--- src/rtl/controlador_display_7_segmentos_if.sv ---
// Display bus for the 4-digit multiplexed 7-segment driver.
// Carries the four hex nibbles into the driver and the active-low pin
// drives back out toward the board.
interface controlador_display_7_segmentos_if;
  logic [3:0] i_Datos_0;
  logic [3:0] i_Datos_1;
  logic [3:0] i_Datos_2;
  logic [3:0] i_Datos_3;
  logic [6:0] o_Segmentos;
  logic [3:0] o_Anodo_4_Bits;

  // Side that produces the digit values and watches the pins
  modport master (
    output i_Datos_0,
    output i_Datos_1,
    output i_Datos_2,
    output i_Datos_3,
    input  o_Segmentos,
    input  o_Anodo_4_Bits
  );

  // Side that scans the digits and drives the pins
  modport slave (
    input  i_Datos_0,
    input  i_Datos_1,
    input  i_Datos_2,
    input  i_Datos_3,
    output o_Segmentos,
    output o_Anodo_4_Bits
  );
endinterface

--- src/rtl/controlador_display_7_segmentos.sv ---
// Time-multiplexed driver for a 4-digit common-anode 7-segment display.
// A prescaler sets how long each digit stays lit; a 2-bit digit index
// walks 0..3. The anode and segment pins are registered from the index
// value before each edge, so the pins lag the index by one clock.
// All pin drives are active-low.
module controlador_display_7_segmentos #(
  parameter int CICLOS_POR_DIGITO = 100000
) (
  input logic                              i_Reloj,
  input logic                              i_Reset,
  controlador_display_7_segmentos_if.slave io_Display
);

  localparam logic [23:0] LP_ULTIMA_CUENTA = 24'(CICLOS_POR_DIGITO - 1);

  typedef enum logic [1:0] {
    DIGITO_0 = 2'd0,
    DIGITO_1 = 2'd1,
    DIGITO_2 = 2'd2,
    DIGITO_3 = 2'd3
  } t_digito;

  t_digito     r_Digito;
  t_digito     w_Digito_Siguiente;
  logic [23:0] r_Prescaler;
  logic [23:0] w_Prescaler_Siguiente;
  logic        w_Fin_Periodo;
  logic [3:0]  w_Nibble_Activo;
  logic [3:0]  w_Anodo_Decod;
  logic [6:0]  w_Segmentos_Decod;
  logic [3:0]  r_Anodo;
  logic [6:0]  r_Segmentos;

  // Prescaler wraps to zero on the last count of each dwell period
  always_comb begin
    w_Fin_Periodo         = 1'b0;
    w_Prescaler_Siguiente = r_Prescaler + 24'd1;
    if (r_Prescaler == LP_ULTIMA_CUENTA) begin
      w_Fin_Periodo         = 1'b1;
      w_Prescaler_Siguiente = 24'd0;
    end
  end

  // Next digit: advance round-robin only when the dwell period ends
  always_comb begin
    w_Digito_Siguiente = r_Digito;
    if (w_Fin_Periodo) begin
      case (r_Digito)
        DIGITO_0: w_Digito_Siguiente = DIGITO_1;
        DIGITO_1: w_Digito_Siguiente = DIGITO_2;
        DIGITO_2: w_Digito_Siguiente = DIGITO_3;
        DIGITO_3: w_Digito_Siguiente = DIGITO_0;
        default:  w_Digito_Siguiente = DIGITO_0;
      endcase
    end
  end

  // Prescaler and digit index registers
  always_ff @(posedge i_Reloj or negedge i_Reset) begin
    if (!i_Reset) begin
      r_Prescaler <= 24'd0;
      r_Digito    <= DIGITO_0;
    end else begin
      r_Prescaler <= w_Prescaler_Siguiente;
      r_Digito    <= w_Digito_Siguiente;
    end
  end

  // Pick the active digit's nibble and its one-cold anode pattern
  always_comb begin
    w_Nibble_Activo = io_Display.i_Datos_0;
    w_Anodo_Decod   = 4'b1111;
    case (r_Digito)
      DIGITO_0: begin
        w_Nibble_Activo = io_Display.i_Datos_0;
        w_Anodo_Decod   = 4'b1110;
      end
      DIGITO_1: begin
        w_Nibble_Activo = io_Display.i_Datos_1;
        w_Anodo_Decod   = 4'b1101;
      end
      DIGITO_2: begin
        w_Nibble_Activo = io_Display.i_Datos_2;
        w_Anodo_Decod   = 4'b1011;
      end
      DIGITO_3: begin
        w_Nibble_Activo = io_Display.i_Datos_3;
        w_Anodo_Decod   = 4'b0111;
      end
      default: begin
        w_Nibble_Activo = 4'h0;
        w_Anodo_Decod   = 4'b1111;
      end
    endcase
  end

  // Hex to active-low segments, bit order {g,f,e,d,c,b,a}
  always_comb begin
    w_Segmentos_Decod = 7'b1111111;
    case (w_Nibble_Activo)
      4'h0:    w_Segmentos_Decod = 7'b1000000;
      4'h1:    w_Segmentos_Decod = 7'b1111001;
      4'h2:    w_Segmentos_Decod = 7'b0100100;
      4'h3:    w_Segmentos_Decod = 7'b0110000;
      4'h4:    w_Segmentos_Decod = 7'b0011001;
      4'h5:    w_Segmentos_Decod = 7'b0010010;
      4'h6:    w_Segmentos_Decod = 7'b0000010;
      4'h7:    w_Segmentos_Decod = 7'b1111000;
      4'h8:    w_Segmentos_Decod = 7'b0000000;
      4'h9:    w_Segmentos_Decod = 7'b0010000;
      4'hA:    w_Segmentos_Decod = 7'b0001000;
      4'hB:    w_Segmentos_Decod = 7'b0000011;
      4'hC:    w_Segmentos_Decod = 7'b1000110;
      4'hD:    w_Segmentos_Decod = 7'b0100001;
      4'hE:    w_Segmentos_Decod = 7'b0000110;
      4'hF:    w_Segmentos_Decod = 7'b0001110;
      default: w_Segmentos_Decod = 7'b1111111;
    endcase
  end

  // Pin registers: all-off in reset, otherwise refreshed every edge
  always_ff @(posedge i_Reloj or negedge i_Reset) begin
    if (!i_Reset) begin
      r_Anodo     <= 4'b1111;
      r_Segmentos <= 7'b1111111;
    end else begin
      r_Anodo     <= w_Anodo_Decod;
      r_Segmentos <= w_Segmentos_Decod;
    end
  end

  assign io_Display.o_Anodo_4_Bits = r_Anodo;
  assign io_Display.o_Segmentos    = r_Segmentos;

endmodule

--- src/flat_wrapper.sv ---
// flat-port wrapper written by rule: the top's interface ports become plain ports
module controlador_display_7_segmentos_flat 
#(
  parameter int CICLOS_POR_DIGITO = 100000
)
  (i_Reloj, i_Reset, io_Display_i_Datos_0, io_Display_i_Datos_1, io_Display_i_Datos_2, io_Display_i_Datos_3, io_Display_o_Segmentos, io_Display_o_Anodo_4_Bits);
  controlador_display_7_segmentos_if io_Display_i ();
  input logic i_Reloj;
  input logic i_Reset;
  input wire logic [$bits(io_Display_i.i_Datos_0)-1:0] io_Display_i_Datos_0;
  input wire logic [$bits(io_Display_i.i_Datos_1)-1:0] io_Display_i_Datos_1;
  input wire logic [$bits(io_Display_i.i_Datos_2)-1:0] io_Display_i_Datos_2;
  input wire logic [$bits(io_Display_i.i_Datos_3)-1:0] io_Display_i_Datos_3;
  output wire logic [$bits(io_Display_i.o_Segmentos)-1:0] io_Display_o_Segmentos;
  output wire logic [$bits(io_Display_i.o_Anodo_4_Bits)-1:0] io_Display_o_Anodo_4_Bits;
  assign io_Display_i.i_Datos_0 = io_Display_i_Datos_0;
  assign io_Display_i.i_Datos_1 = io_Display_i_Datos_1;
  assign io_Display_i.i_Datos_2 = io_Display_i_Datos_2;
  assign io_Display_i.i_Datos_3 = io_Display_i_Datos_3;
  assign io_Display_o_Segmentos = io_Display_i.o_Segmentos;
  assign io_Display_o_Anodo_4_Bits = io_Display_i.o_Anodo_4_Bits;
  controlador_display_7_segmentos #(.CICLOS_POR_DIGITO(CICLOS_POR_DIGITO)) u_core (.i_Reloj(i_Reloj), .i_Reset(i_Reset), .io_Display(io_Display_i));
endmodule
--- config.mk ---
export PLATFORM = sky130hd
export DESIGN_NAME = controlador_display_7_segmentos_flat
export DESIGN_NICKNAME = d
export VERILOG_FILES = /design/src/rtl/controlador_display_7_segmentos_if.sv /design/src/rtl/controlador_display_7_segmentos.sv /design/src/flat_wrapper.sv
export SDC_FILE = /design/constraint.sdc
export NUM_CORES = 1
export LEC_CHECK = 0
export ABC_CLOCK_PERIOD_IN_PS = 5500
export CORE_UTILIZATION = 50
export DETAILED_ROUTE_END_ITERATION = 6
export PLACE_DENSITY = 0.84
export SYNTH_ARGS = -nofsm -noshare
export SYNTH_HDL_FRONTEND = slang
export SYNTH_SLANG_ARGS = --single-unit
--- constraint.sdc ---
create_clock -name i_Reloj -period 5.5 [get_ports i_Reloj]
set_clock_uncertainty 0.05 [all_clocks]
set_input_delay 0.55 -clock i_Reloj [delete_from_list [all_inputs] [get_ports i_Reloj]]
set_output_delay 0.55 -clock i_Reloj [all_outputs]
set_load 0.1 [all_outputs]
* Yosys cells after proc, flatten, opt, wreduce, memory -nomap -nowiden
Memory sizes are Yosys's and may differ from the RTL's. A register that Yosys moved wholly into a read port is not among the register bits.
Index checks and enable logic that the tools add are counted.
** Storage, ports and cells
- Flip-flop bits (word level) :: 30
- ROM bits :: 112
- Input bits :: 18
- Output and inout bits :: 11
- Logic and storage cells :: 16
- Memories kept :: 1
** Operators by class
- Add/sub/neg operators :: 1
- Equality and inequality tests :: 4
- Mux-type cells :: 5
- Reductions and logical operators :: 2
** Memory list
- (no name shown) :: depth 16, width 7, read ports 1, clocked after memory_dff 1, write ports 0, RTL line controlador_display_7_segmentos.sv:100 : case (w_Nibble_Activo)
** Operators with widths (count)
- $pmux 4 s4 :: 2
- $add 24x1->24 const B :: 1
- $eq 24x17->1 const B :: 1
- $mux 24 :: 1
- $pmux 2 s4 :: 1
- $eq 2x2->1 const B :: 2
- $eq 2x1->1 const B :: 1
- $logic_not 2->1 :: 1
- $logic_not 1->1 :: 1
- $mux 1 :: 1

* Depth between registers and ports, before layout
Gate-level depths: netlist of run 1.
- Depth after elaboration :: 2
- Mapped depth :: 9
- Mapped depth without buffers :: 9

* Least setup slack after synthesis of run 1
OpenSTA, ideal clock, no wires.
- Path type :: register -> register
- From :: register u_core.r_Digito[0]
- To :: register u_core.r_Segmentos[0] (netlist: u_core.io_Display.o_Segmentos[0])
- Setup time :: 0.083 ns
- Arrival time :: 1.925 ns
- Data required time :: 5.367 ns
- Slack :: 3.442 ns
- Stages on the path, launching flop included :: 9
- Buffers on the path :: 0
- Period minus slack after synthesis :: 2.058 ns
- Cells stage by stage :: dfrtp_1 > ha_1 > a22oi_1 > nand2_1 > mux2i_1 > inv_1 > ha_1 > and3_1 > a221o_1
** Between the ends
- Cells in the longest elaborated chain, start to end :: 2
- Elaborated cells between the ends (all ways) :: 5
- Those cells by class :: 3 x eq/ne; 1 x mux; 1 x reduce/logical
** RTL lines
- start, declared :: RTL line controlador_display_7_segmentos.sv:23 : t_digito r_Digito;
- start signal, assigned :: RTL line controlador_display_7_segmentos.sv:65 : r_Digito <= w_Digito_Siguiente;
- $eq 2x2->1 (tied with other cells) :: RTL line controlador_display_7_segmentos.sv:73 : case (r_Digito)
- $pmux 4 s4 (*) :: RTL line controlador_display_7_segmentos.sv:73
- end, declared :: RTL line controlador_display_7_segmentos.sv:32 : logic [6:0] r_Segmentos;
Mark *: on every way between the ends. The rest lies on a longest branch, timed or not.
A chain may end at the register's enable or synchronous reset.

* Final worst setup path of run 1
- From :: register u_core.r_Segmentos[0] (netlist: u_core.io_Display.o_Segmentos[0])
- To :: output port io_Display_o_Segmentos[0]
** RTL lines
- end, declared :: RTL line flat_wrapper.sv:14 : output wire logic [$bits(io_Display_i.o_Segmentos)-1:0] io_Display_o_Segmentos;
No word-level cell between the ends.

==> reports/metrics.yaml, run 1 <==
grt_busiest_layer: "met2"
tns_ns: 0
cp.required_ns: 4.90
grt_use_met1_pct: 24.5
tightest_slew_ns: 0.990
wl_mm: 3.52
finalSetupViolCount: 0
maxCapViolations: 0
grt_max_degree: 38
use_met2_pct: 31.9
core_area_um2: 3740
fin_crit_ns: 2.54
synth_async_sr_flop_share_pct: 100
post_cts_resized: 0
p_per_area_nw_per_um2: 227
root_buffer: "clkbuf_8"
slowest_stage: "clkdlybuf4s50_1"
num_rows: 22
grt_pass1_vias: 1361
fin_crit_sh_pct: 46.2
insertion_delay_ns: 0.29
place_hpwl_mm: 2.59
maxSlewHeadroom_pct: 33.8
grt_use_total_pct: 19.7
synth_top_area_share_pct: 32.7
rsz0062_at_grt: "false"
cts_buffers: 5
ios: 29
startpoint_type: "register"
status: "completed"
ys_types: 39
drc_errors: 0
cts_hold_buf: 0
ys_seq_area_share_pct: 47.3
die_width_um: 65.0
synthToLayoutAreaGrowth_pct: 18.9
post_cts_buffers: 0
crit_family: "buffers and inverters"
diodes: 0
yosysTopAreaCell: "dfrtp_1"
crit_buf_inv: 1
cts_tree: "yes"
cp-end-kind: "output port"
wire_per_inst_um: 13.6
viasPerCell: 5.36
final_util_pct: 63.1
path_cells: "clkdlybuf4s50_1"
min_path_type: "in2async"
fmax_mhz: 393
clkSinkCount: 37
worstSetupPathType: "reg2out"
drive_above_1_share_pct: 13.7
synth-edff-count: 0
start_util_pct: 53.1
worstPathArrival_ns: 1.94
cts_htree_levels: 2
final-seq-area_um2: 940
clockBufferDepth: 2
hold_slack_ns: 0.291
hold_viol_final: 0
power.leakage_nw: 1.06
synthFlopType: "dfrtp_1"
gp_congestion: 0.772
ant_nets: 0
synth_cells: 180
die_h_um: 65.0
path_max_fanout: 1
max_stage_delay_ns: 1.12
io_buffers: 28
finalNetCount: 239
drv_slew: 0
drt_iter0_drc: 105
dr_total_vias: 1389
grt_first_pass_wirelength_mm: 6.23
syn_area_per_cell_um2: 11.0
die_area_um2: 4230
ys_warn_count: 0
synth-seq-cells: 37
antenna_found_initial: 0
gr-total-overflow: 0
multi_input_area_um2: 952
ir_drop_v: 0.000133
netlist_area_um2: 1990
synth_area_leaders: "dfrtp_1 (33%), dfstp_2 (15%), ha_1 (6.9%)"
fillers: 309
syn_nets: 209
clk_pin_slew_ns: 0.07
first_pass_iters: 4
use_met3_pct: 5.11
==> final timing paths <==
path,start,endpoint,slack [ns],cells after the start
setup / recovery,u_core.io_Display.o_Segmentos[0],io_Display_o_Segmentos[0],2.96,1
hold / removal,i_Reset,u_core.r_Prescaler[3],0.29,1
setup reg to reg,u_core.r_Prescaler[0],u_core.r_Digito[1],3.19,5
hold reg to reg,u_core.r_Prescaler[23],u_core.r_Prescaler[23],0.43,1
max in group asynchronous,i_Reset,u_core.r_Prescaler[21],4.62,1
min in group i_Reloj,u_core.r_Prescaler[23],u_core.r_Prescaler[23],0.43,1
==> area by class of cell <==
class | count | share of cell area [%]
tap | 48 | 2.54
clock buffer | 6 | 3.07
timing repair buffer | 28 | 11.7
clock inverter | 2 | 0.424
inverter | 14 | 2.22
multi-input combinational | 124 | 40.3
sequential | 37 | 39.8
==> synthesized netlist by cell type, drive strengths merged (3+ instances only) <==
cell type	count
o22ai	4
nor4	3
nand2	13
nand4	4
mux2i	10
nor3	5
a222oi	3
dfrtp	26
xor2	10
ha	11
xnor2	11
o21ai	3
nor2	12
dfstp	11
a21oi	3
nand3	9
and4	4
inv	14
buf	4
mux2	3
or3	3
==> metrics by stage <==
step                area [um2]  total power, mW  setup slack [ns]  cells
floorplan                 1990            0.337              3.44    180
global placement          2280            0.364              3.04    251
detailed placement        2280            0.365              2.99    251
CTS                       2360            0.544              2.93    259
global route              2360            0.561              2.90    259
finish                    2360            0.537              2.96    259
==> cell usage in the layout (no fill, tap or decap), drive strengths merged, types with 4 or more instances in the layout <==
master         Yosys  layout
and4               4       4
ha                11      11
dfrtp             26      26
o22ai              4       4
xnor2             11      11
clkbuf             1       6
mux2i             10      10
nor3               5       5
dfstp             11      11
clkdlybuf4s50      0      27
nand3              9       9
xor2              10      10
nand4              4       4
inv               14      14
nor2              12      12
nand2             13      13
==> kinds of logic (layout without fill, tap and decap cells) <==
| family | count (synthesis) | in the layout | synth area share (%) |
|---|---|---|---|
| AOI/OAI and AO/OA | 15 | 15 | 5.35 |
| xor gates and xnor gates | 21 | 21 | 9.26 |
| adders and majority gates | 11 | 11 | 6.93 |
| buffers and inverters | 19 | 50 | 4.79 |
| DFF | 37 | 37 | 47.3 |
| muxes | 13 | 13 | 6.74 |
| and+or+nand+nor | 64 | 64 | 19.6 |
==> sequential cells by signal, indices dropped and copies added (netlist names) <==
signal                            cells
u_core.r_Prescaler                   24
u_core.io_Display.o_Segmentos         7
u_core.io_Display.o_Anodo_4_Bits      4
u_core.r_Digito                       2
==> layer usage <==
| metal | part of all wire, % | wire [um] |
|---|---|---|
| met5 | 0 | 0 |
| met4 | 2.5 | 87 |
| met3 | 4.4 | 153 |
| met2 | 50 | 1750 |
| met1 | 43 | 1520 |
==> where the power goes <==
group / total [mW] / switching (mW) / internal, mW
sequential: 0.281 / 0.00142 / 0.280
clock: 0.177 / 0.0892 / 0.0876
combinational: 0.0786 / 0.0530 / 0.0256
total: 0.537 / 0.144 / 0.393
Power figures use the tool's default switching activity.
==> run 2: changes to the inputs <==
--- a/config.mk
+++ b/config.mk
@@ -5,7 +5,7 @@
 export SDC_FILE = /design/constraint.sdc
 export NUM_CORES = 1
 export LEC_CHECK = 0
-export ABC_CLOCK_PERIOD_IN_PS = 5500
+export ABC_CLOCK_PERIOD_IN_PS = 2400
 export CORE_UTILIZATION = 50
 export DETAILED_ROUTE_END_ITERATION = 6
 export PLACE_DENSITY = 0.84
==> constraint.sdc (replaced) <==
create_clock -name i_Reloj -period 2.4 [get_ports i_Reloj]
set_clock_uncertainty 0.05 [all_clocks]
set_input_delay 0.24 -clock i_Reloj [delete_from_list [all_inputs] [get_ports i_Reloj]]
set_output_delay 0.24 -clock i_Reloj [all_outputs]
set_load 0.1 [all_outputs]
==> reports/metrics.yaml, run 2 (synthesis results as in run 1) <==
status: "completed"
start_util_pct: 53.1
ir_drop_v: 0.000296
dr_total_vias: 1396
maxCapViolations: 0
place_hpwl_mm: 2.65
largest_reg_flops: 24
stdcell_area_um2: 2370
p_seq_share_pct: 52.0
wl_mm: 3.58
layoutNonFillerInstCount: 263
cp-end-kind: "register"
max_stage_delay_ns: 0.38
drive_above_1_share_pct: 19.5
drt_iter0_drc: 81
die_area_um2: 4230
pwr-share-clk_pct: 33.5
p_per_area_nw_per_um2: 524
path_cells: "inv_1 -> ha_1 -> a222oi_1 -> mux2_2 -> inv_1 -> ha_1 -> and3_1 -> a221o_1"
hold_viol_final: 0
min_path_type: "reg2reg"
die_h_um: 65.0
worstSetupPathType: "reg2reg"
first_pass_iters: 5
power.leakage_nw: 1.09
ios: 29
grt_max_degree: 38
diodes: 0
gp_congestion: 0.811
tns_ns: 0
final_common_cell: "dfrtp_1"
crit_family: "compound AO/OA/AOI/OAI gates"
io_buffers: 28
clk_pin_slew_ns: 0.07
crit_buf_inv: 2
cp.required_ns: 2.57
drc_errors: 0
slowest_stage: "dfrtp_1"
post_cts_buffers: 0
cts_htree_levels: 2
clkSinkCount: 37
grt_use_total_pct: 20.2
gr-total-overflow: 0
clockBufferDepth: 2
cts_tree: "yes"
finalNetCount: 243
drv_slew: 0
root_buffer: "clkbuf_8"
numPlacedInstances: 254
p_sw_uw: 337
layout_common_cells: "dfrtp_1 (26), clkdlybuf4s50_1 (16), buf_4 (14)"
finalSetupViolCount: 0
viasPerCell: 5.31
ant_nets: 0
antenna_found_initial: 0
maxSlewHeadroom_pct: 48.6
comb_power_share_pct: 14.5
insertion_delay_ns: 0.29
core_area_um2: 3740
cts_buffers: 5
tightest_slew_ns: 0.770
rsz0062_at_grt: "false"
p_int_uw: 904
swShare_pct: 27.1
fin_crit_ns: 2.17
largest-register: "u_core.r_Prescaler"
placed_area_um2: 2270
wire_per_inst_um: 13.6
synthToLayoutAreaGrowth_pct: 19.2
num_rows: 22
fin_crit_sh_pct: 90.3
grt_first_pass_wirelength_mm: 6.38
worstPathArrival_ns: 2.34
grt_pass1_vias: 1444
startpoint_type: "register"
fmax_mhz: 461
path_max_fanout: 6
die_width_um: 65.0
## run 2: cell count changes in the layout (fill, tap and decap cells not counted)
cell	delta
clkdlybuf4s50_1	-11
dlygate4sd3_1	+1
clkinv_2	-2
clkbuf_1	+1
buf_4	+14
clkinvlp_4	+1
## run 2: what timing repair did
item                      CTS  global route
hold buffers                1             0
hold endpoints to repair   14             0
gates resized for setup     0             0
## run 2: power by group through the flow
| stage | logic, mW | clock network (mW) | registers (mW) |
|---|---|---|---|
| after detailed placement | 0.180 | 0 | 0.656 |
| after global placement | 0.176 | 0 | 0.656 |
| after CTS | 0.181 | 0.432 | 0.645 |
| final | 0.179 | 0.416 | 0.645 |
| after floorplan | 0.0378 | 0 | 0.736 |
| after global routing | 0.191 | 0.466 | 0.646 |
## run 2: layout make-up
type | instances | area [um2]
Clock inverter | 1 | 7.51
Sequential cell | 37 | 940
Clock buffer | 7 | 76.3
Fill cell | 315 | 1380
Multi-Input combinational cell | 124 | 952
Timing Repair Buffer | 32 | 280
Tap cell | 48 | 60.1
Inverter | 14 | 52.6
## run 2: stage by stage
stage,hold slack (ns),power [mW],worst slack (ns),util [%]
5_1_grt,0.431,1.30,0.0788,63.3
3_3_place_gp,0.316,0.832,0.279,60.8
4_1_cts,0.424,1.26,0.215,63.3
2_1_floorplan,-0.106,0.773,0.342,-
6_report,0.423,1.24,0.233,63.3
3_5_place_dp,0.317,0.835,0.223,60.8
## run 2: worst paths after layout
kind | startpoint | end | slack, ns | cells past startpoint
max in group asynchronous | i_Reset | u_core.r_Prescaler[5] | 1.30 | 2
worst min-delay path | u_core.r_Prescaler[23] | u_core.r_Prescaler[23] | 0.42 | 1
worst min register to register | u_core.r_Prescaler[23] | u_core.r_Prescaler[23] | 0.42 | 1
worst max-delay path | u_core.r_Digito[0] | u_core.io_Display.o_Segmentos[0] | 0.23 | 8
min in group asynchronous | i_Reset | u_core.r_Prescaler[13] | 0.51 | 2
worst max register to register | u_core.r_Digito[0] | u_core.io_Display.o_Segmentos[0] | 0.23 | 8
## run 2: per-layer routing
| layer | track usage (%) | routed length (um) |
|---|---|---|
| met5 | 0 | 0 |
| met4 | 10.9 | 85 |
| met3 | 6.16 | 144 |
| met2 | 31.5 | 1730 |
| met1 | 24.9 | 1630 |
==> variant 1: new RTL, flow settings as in run 2 <==
Encoding of `t_digito`: now one-hot (4 bits for 4 values).
--- a/src/rtl/controlador_display_7_segmentos.sv
+++ b/src/rtl/controlador_display_7_segmentos.sv
@@ -13,11 +13,11 @@
 
   localparam logic [23:0] LP_ULTIMA_CUENTA = 24'(CICLOS_POR_DIGITO - 1);
 
-  typedef enum logic [1:0] {
-    DIGITO_0 = 2'd0,
-    DIGITO_1 = 2'd1,
-    DIGITO_2 = 2'd2,
-    DIGITO_3 = 2'd3
+  typedef enum logic [3:0] {
+    DIGITO_0 = 4'b0001,
+    DIGITO_1 = 4'b0010,
+    DIGITO_2 = 4'b0100,
+    DIGITO_3 = 4'b1000
   } t_digito;
 
   t_digito     r_Digito;
Formal check against the unedited RTL: same outputs for any inputs over 10 cycles, from zero or initial values and one cycle with i_Reset low; not proved beyond that.
==> variant 1 against run 2 <==
The flow now finishes with violations (hold timing); count of clock-buffer cells in the layout down 2; largest cell class unchanged; wire length increased by 6.0%; hold slack worse by 0.44 ns; area after synthesis rose by 6.3%; final cell count is 6.5% higher; critical path depth is 1 lower; design area up 7.1%; worst setup slack worse by 0.026 ns; sequential cell count rose by 2; core utilization decreased by 0.32 points.
Power is not compared: it rests on default switching activity, and its combinational part moved more than twofold at a synthesized area within 25%.
==> variant 1: results (changes against run 2) <==
stage	metric	value	unit	change
min_path	Hold Path Class	input pin to asynchronous set/reset pin		was register to register
logic_synthesis	Netlist cell types	49		was 39
logic_synthesis	Seq/Total Area, Yosys	46.9	%	was 47.3%
detailed_routing	M1 WL	1.83	mm	was 1.63 mm
logic_synthesis	largest cells by area after synthesis	dfrtp_1 32%, dfstp_2 15%, xnor2_1 5.8%, ha_1 4.1%, nor4b_4 3.4%		was dfrtp_1 33%, dfstp_2 15%, ha_1 6.9%, mux2i_1 5.0%, xnor2_1 4.8%
logic_synthesis	post-synthesis mux area share	4.44	%	was 6.74%
timing	Hold Slack	-0.0177	ns	was 0.423 ns
cts	setup bufs post-CTS	0		unchanged
placed_design	gpl congestion	0.818		was 0.811
layout	fillcell total	347		was 315
global_routing	vias in the first global route	1458		was 1444
global_routing	met1 Usage GRT	26.8	%	was 24.9%
critical_path	CP max stage cell	dfrtp_2		was dfrtp_1
critical_path	Slowest Stage Delay on Critical Path	0.53	ns	was 0.38 ns
critical_path	crit-path max FO	10		was 6
detailed_routing	Iter 0 DRT Violations	105		was 81
status	failing checks	hold timing		
detailed_routing	wire per inst	13.6	µm	about the same
timing	relative slew slack	45.3	%	was 48.6%
global_routing	GRT met2 Usage	32.3	%	was 31.5%
cts	Worst-Skew Late Latency	0.30	ns	
detailed_routing	DR vias/cell	5.41		was 5.31
global_routing	largest net degree at the start of global routing	40		was 38
die	die width	67.0	µm	was 65.0 µm
logic_synthesis	adder-cell share of the synthesized area	4.15	%	was 6.93%
global_routing	first-pass GRT wire length	6.73	mm	was 6.38 mm
global_routing	gr usage total	20.7	%	was 20.2%
layout	fraction of layout cells with a size suffix above 1	24.3	%	was 19.5%
global_routing	initial antenna violation count	0		unchanged
detailed_routing	met2 WL post-DR	1.79	mm	was 1.73 mm
status	outcome	finished with violations		was finished clean
cts	Num CTS Buffers	5		unchanged
layout	nets@finish	254		was 243
layout	max reg flops	24		unchanged
global_routing	met3 usage	5.65	%	was 6.16%
critical_path	CP arrival	2.36	ns	was 2.34 ns
timing	final hold vios	27		was 0
cts	clock root cell	clkbuf_8		unchanged
detailed_routing	routed wl met3	112	µm	was 144 µm
logic_synthesis	Synth Area in Compound Gates	10.5	%	was 5.35%
placed_design	dpl hpwl	2.71	mm	was 2.65 mm
logic_synthesis	top post-synthesis cells by count	27 x dfrtp_1, 15 x nor2_1, 14 x xnor2_1, 13 x nand2_1, 12 x dfstp_2		was 26 x dfrtp_1, 13 x inv_1, 12 x nand2_1, 12 x nor2_1
logic_synthesis	Post-Synth XOR/XNOR Area	8.29	%	was 9.26%
detailed_routing	drt pass-1 iters	4		was 5
logic_synthesis	syn_nets	215		was 209
cts	H-tree levels	2		unchanged
cts	clk buf depth	2		unchanged
-- variant 1: cell types whose count changed after synthesis, moves of 4 or more --
cell / change
ha_1: -4
xor2_1: -4
mux2i_1: -4
inv_1: -4
-- variant 1: per-stage QoR --
step / setup slack, ns / hold WS [ns] / instances / area (µm²) / power (mW)
floorplan: 0.378 / -0.106 / 190 / 2110 / 0.670
global placement: 0.255 / 0.343 / 272 / 2450 / 0.710
detailed placement: 0.119 / 0.338 / 272 / 2450 / 0.710
CTS: 0.0896 / 0.0114 / 280 / 2530 / 1.16
global route: 0.0573 / 0.0424 / 280 / 2540 / 1.19
finish: 0.207 / -0.0177 / 280 / 2540 / 1.14
-- variant 1: final timing paths --
check | startpoint | to | slack (ns) | cells after the start
max | u_core.r_Digito[3] | u_core.io_Display.o_Segmentos[0] | 0.21 | 7
min | i_Reset | u_core.r_Prescaler[12] | -0.02 | 1
max reg2reg | u_core.r_Digito[3] | u_core.io_Display.o_Segmentos[0] | 0.21 | 7
min reg2reg | u_core.r_Prescaler[0] | u_core.r_Prescaler[0] | 0.44 | 1
max in group asynchronous | i_Reset | u_core.r_Digito[3] | 1.75 | 1
min in group i_Reloj | u_core.r_Prescaler[0] | u_core.r_Prescaler[0] | 0.44 | 1
-- variant 1: layout make-up --
class	count	share of cell area, %
Multi-Input combinational cell	137	41.1
Sequential cell	39	39.1
Timing Repair Buffer	37	12.4
Clock buffer	5	2.71
Tap cell	50	2.47
Inverter	9	1.33
Clock inverter	3	0.789
-- variant 1: power groups by stage --
stage,Combinational [mW],Clock [mW],Sequential [mW]
final,0.0390,0.440,0.658
after global routing,0.0437,0.484,0.658
after CTS,0.0405,0.458,0.658
after detailed placement,0.0403,0,0.670
after global placement,0.0404,0,0.670
after floorplan,0.000257,0,0.670
==> variant 2: new RTL, flow settings as in run 2 <==
Without the edit above. `CICLOS_POR_DIGITO` is set to 100000 in 2 places; all go to 65536.
--- a/src/rtl/controlador_display_7_segmentos.sv
+++ b/src/rtl/controlador_display_7_segmentos.sv
@@ -4,7 +4,7 @@
 // value before each edge, so the pins lag the index by one clock.
 // All pin drives are active-low.
 module controlador_display_7_segmentos #(
-  parameter int CICLOS_POR_DIGITO = 100000
+  parameter int CICLOS_POR_DIGITO = 65536
 ) (
   input logic                              i_Reloj,
   input logic                              i_Reset,
--- a/src/flat_wrapper.sv
+++ b/src/flat_wrapper.sv
@@ -1,7 +1,7 @@
 // flat-port wrapper written by rule: the top's interface ports become plain ports
 module controlador_display_7_segmentos_flat 
 #(
-  parameter int CICLOS_POR_DIGITO = 100000
+  parameter int CICLOS_POR_DIGITO = 65536
 )
   (i_Reloj, i_Reset, io_Display_i_Datos_0, io_Display_i_Datos_1, io_Display_i_Datos_2, io_Display_i_Datos_3, io_Display_o_Segmentos, io_Display_o_Anodo_4_Bits);
   controlador_display_7_segmentos_if io_Display_i ();
Formal check against the unedited RTL: same outputs for any inputs over 10 cycles, from zero or initial values and one cycle with i_Reset low; that may be too few to reach the edited logic, so the function may still have changed.
==> variant 2 against run 2 <==
The flow now finishes with violations (DRC); sequential power is essentially flat; sequential cell count is the same; total power shrank 0.20%; via count fell by 0.64%; maximum frequency down 0.16%; sequential share of layout area grew 0.49 points; first-iteration DRC count decreased by 43%; non-clock buffer count is 2 higher; area after synthesis down 3.3%; design area shrank 1.2%; worst setup slack got worse by 0.0034 ns; wire length down 7.4%.
==> variant 2: results (changes against run 2) <==
stage	metric	value	unit	change
global_routing	first-pass GRT wire length	5.82	mm	was 6.38 mm
detailed_routing	M1 WL	1.43	mm	was 1.63 mm
status	outcome	finished with violations		was finished clean
power	static leakage	1.07	nW	was 1.09 nW
power	Worst IR Drop VDD	0.000450	V	was 0.000296 V
logic_synthesis	Seq/Total Area, Yosys	48.9	%	was 47.3%
critical_path	critical path's top delay family	compound AO/OA/AOI/OAI gates		unchanged
placed_design	gpl congestion	0.811		about the same
layout	fillcell total	287		was 315
placed_design	worst slack, placed	0.182	ns	was 0.223 ns
detailed_routing	met2 WL post-DR	1.57	mm	was 1.73 mm
global_routing	gr usage total	19.3	%	was 20.2%
detailed_routing	Iter 0 DRT Violations	46		was 81
layout	ant diodes	0		unchanged
logic_synthesis	largest cells by area after synthesis	dfrtp_1 34%, dfstp_2 15%, ha_1 7.2%, mux2i_1 5.2%, xor2_1 5.0%		was dfrtp_1 33%, dfstp_2 15%, ha_1 6.9%, mux2i_1 5.0%, xnor2_1 4.8%
min_path	Hold Path Class	input pin to asynchronous set/reset pin		was register to register
detailed_routing	Vias	1387		was 1396
detailed_routing	final wirelength	3.32	mm	was 3.58 mm
status	failing checks	DRC		
global_routing	vias in the first global route	1288		was 1444
layout	fraction of layout cells with a size suffix above 1	19.4	%	was 19.5%
logic_synthesis	top post-synthesis cells by count	26 x dfrtp_1, 15 x inv_1, 13 x nor2_1		was 26 x dfrtp_1, 13 x inv_1, 12 x nand2_1, 12 x nor2_1
detailed_routing	Top Layer Used	met4		unchanged
placed_design	dpl hpwl	2.46	mm	was 2.65 mm
logic_synthesis	syn_nets	207		was 209
detailed_routing	Remaining DRCs	2		was 0
detailed_routing	drt pass-1 iters	7		was 5
logic_synthesis	Netlist cell types	33		was 39
critical_path	crit-path max FO	5		was 6
detailed_routing	routed wl met3	210	µm	was 144 µm
layout	nets@finish	244		was 243
-- variant 2: cell count changes in the layout (fill, tap and decap cells not counted), moves of 2 or more --
cell	before	now
clkinv_2	0	2
and4_1	4	2
nor4_1	2	4
nand2_1	12	10
inv_1	13	15
clkbuf_1	2	0
nand4_1	3	6
nand3_1	9	7
buf_4	14	17
-- variant 2: kinds of logic (layout without fill, tap and decap cells) --
family                   Yosys count  count (layout)  share of synthesized area [%]
buffers and inverters             20              58                           4.82
flip-flops                        37              37                           48.9
adder cells (fa/ha/maj)           11              11                           7.16
multiplexers                      13              13                           6.97
AO/OA/AOI/OAI                     16              16                           5.73
AND/OR/NAND/NOR                   60              60                           16.9
XOR/XNOR                          21              21                           9.57
-- variant 2: layout make-up --
type / instances / area (µm²) / share of cell area (%)
Tap cell: 48 / 60.1 / 2.57
Inverter: 16 / 60.1 / 2.57
Clock buffer: 5 / 68.8 / 2.94
Clock inverter: 3 / 17.5 / 0.749
Multi-Input combinational cell: 121 / 896 / 38.3
Timing Repair Buffer: 34 / 298 / 12.7
Sequential cell: 37 / 940 / 40.2
-- variant 2: report_power, final --
| part | total (mW) | switching [mW] | internal [mW] | leakage (nW) |
|---|---|---|---|---|
| clock network | 0.412 | 0.213 | 0.200 | 0.0439 |
| logic | 0.181 | 0.121 | 0.0604 | 0.563 |
| registers | 0.645 | 0.00310 | 0.641 | 0.464 |
-- variant 2: per-layer routing --
| layer | vias up | GRT usage (%) |
|---|---|---|
| met5 | - | 0 |
| li1 | 694 | - |
| met4 | 0 | 14.2 |
| met3 | 12 | 5.00 |
| met2 | 44 | 28.3 |
| met1 | 637 | 24.4 |
-- variant 2: final timing paths --
kind | startpoint | to | slack (ns) | depth (start not counted)
min in group i_Reloj | u_core.r_Prescaler[8] | u_core.r_Prescaler[8] | 0.42 | 1
setup / recovery | u_core.r_Digito[1] | u_core.io_Display.o_Segmentos[0] | 0.23 | 8
hold / removal | i_Reset | u_core.r_Prescaler[3] | 0.30 | 2
setup reg to reg | u_core.r_Digito[1] | u_core.io_Display.o_Segmentos[0] | 0.23 | 8
max in group asynchronous | i_Reset | u_core.io_Display.o_Segmentos[2] | 1.65 | 2
hold reg to reg | u_core.r_Prescaler[8] | u_core.r_Prescaler[8] | 0.42 | 1
-- variant 2: timing repair --
| action | CTS | global route |
|---|---|---|
| hold buffers | 0 | 0 |
| setup buffers | 0 | 1 |
| setup endpoints to repair | 0 | 1 |
| gates resized for setup | 0 | 2 |
-- variant 2: stage by stage --
stage	hold WS [ns]	utilization (%)	area, µm²	power (mW)	cells
final	0.302	63.9	2340	1.24	264
after global routing	0.354	63.9	2340	1.29	264
after CTS	0.310	63.5	2330	1.25	263
after detailed placement	0.415	61.2	2240	0.836	255
after global placement	0.401	61.2	2240	0.835	255
after floorplan	-0.106	-	1920	0.772	178
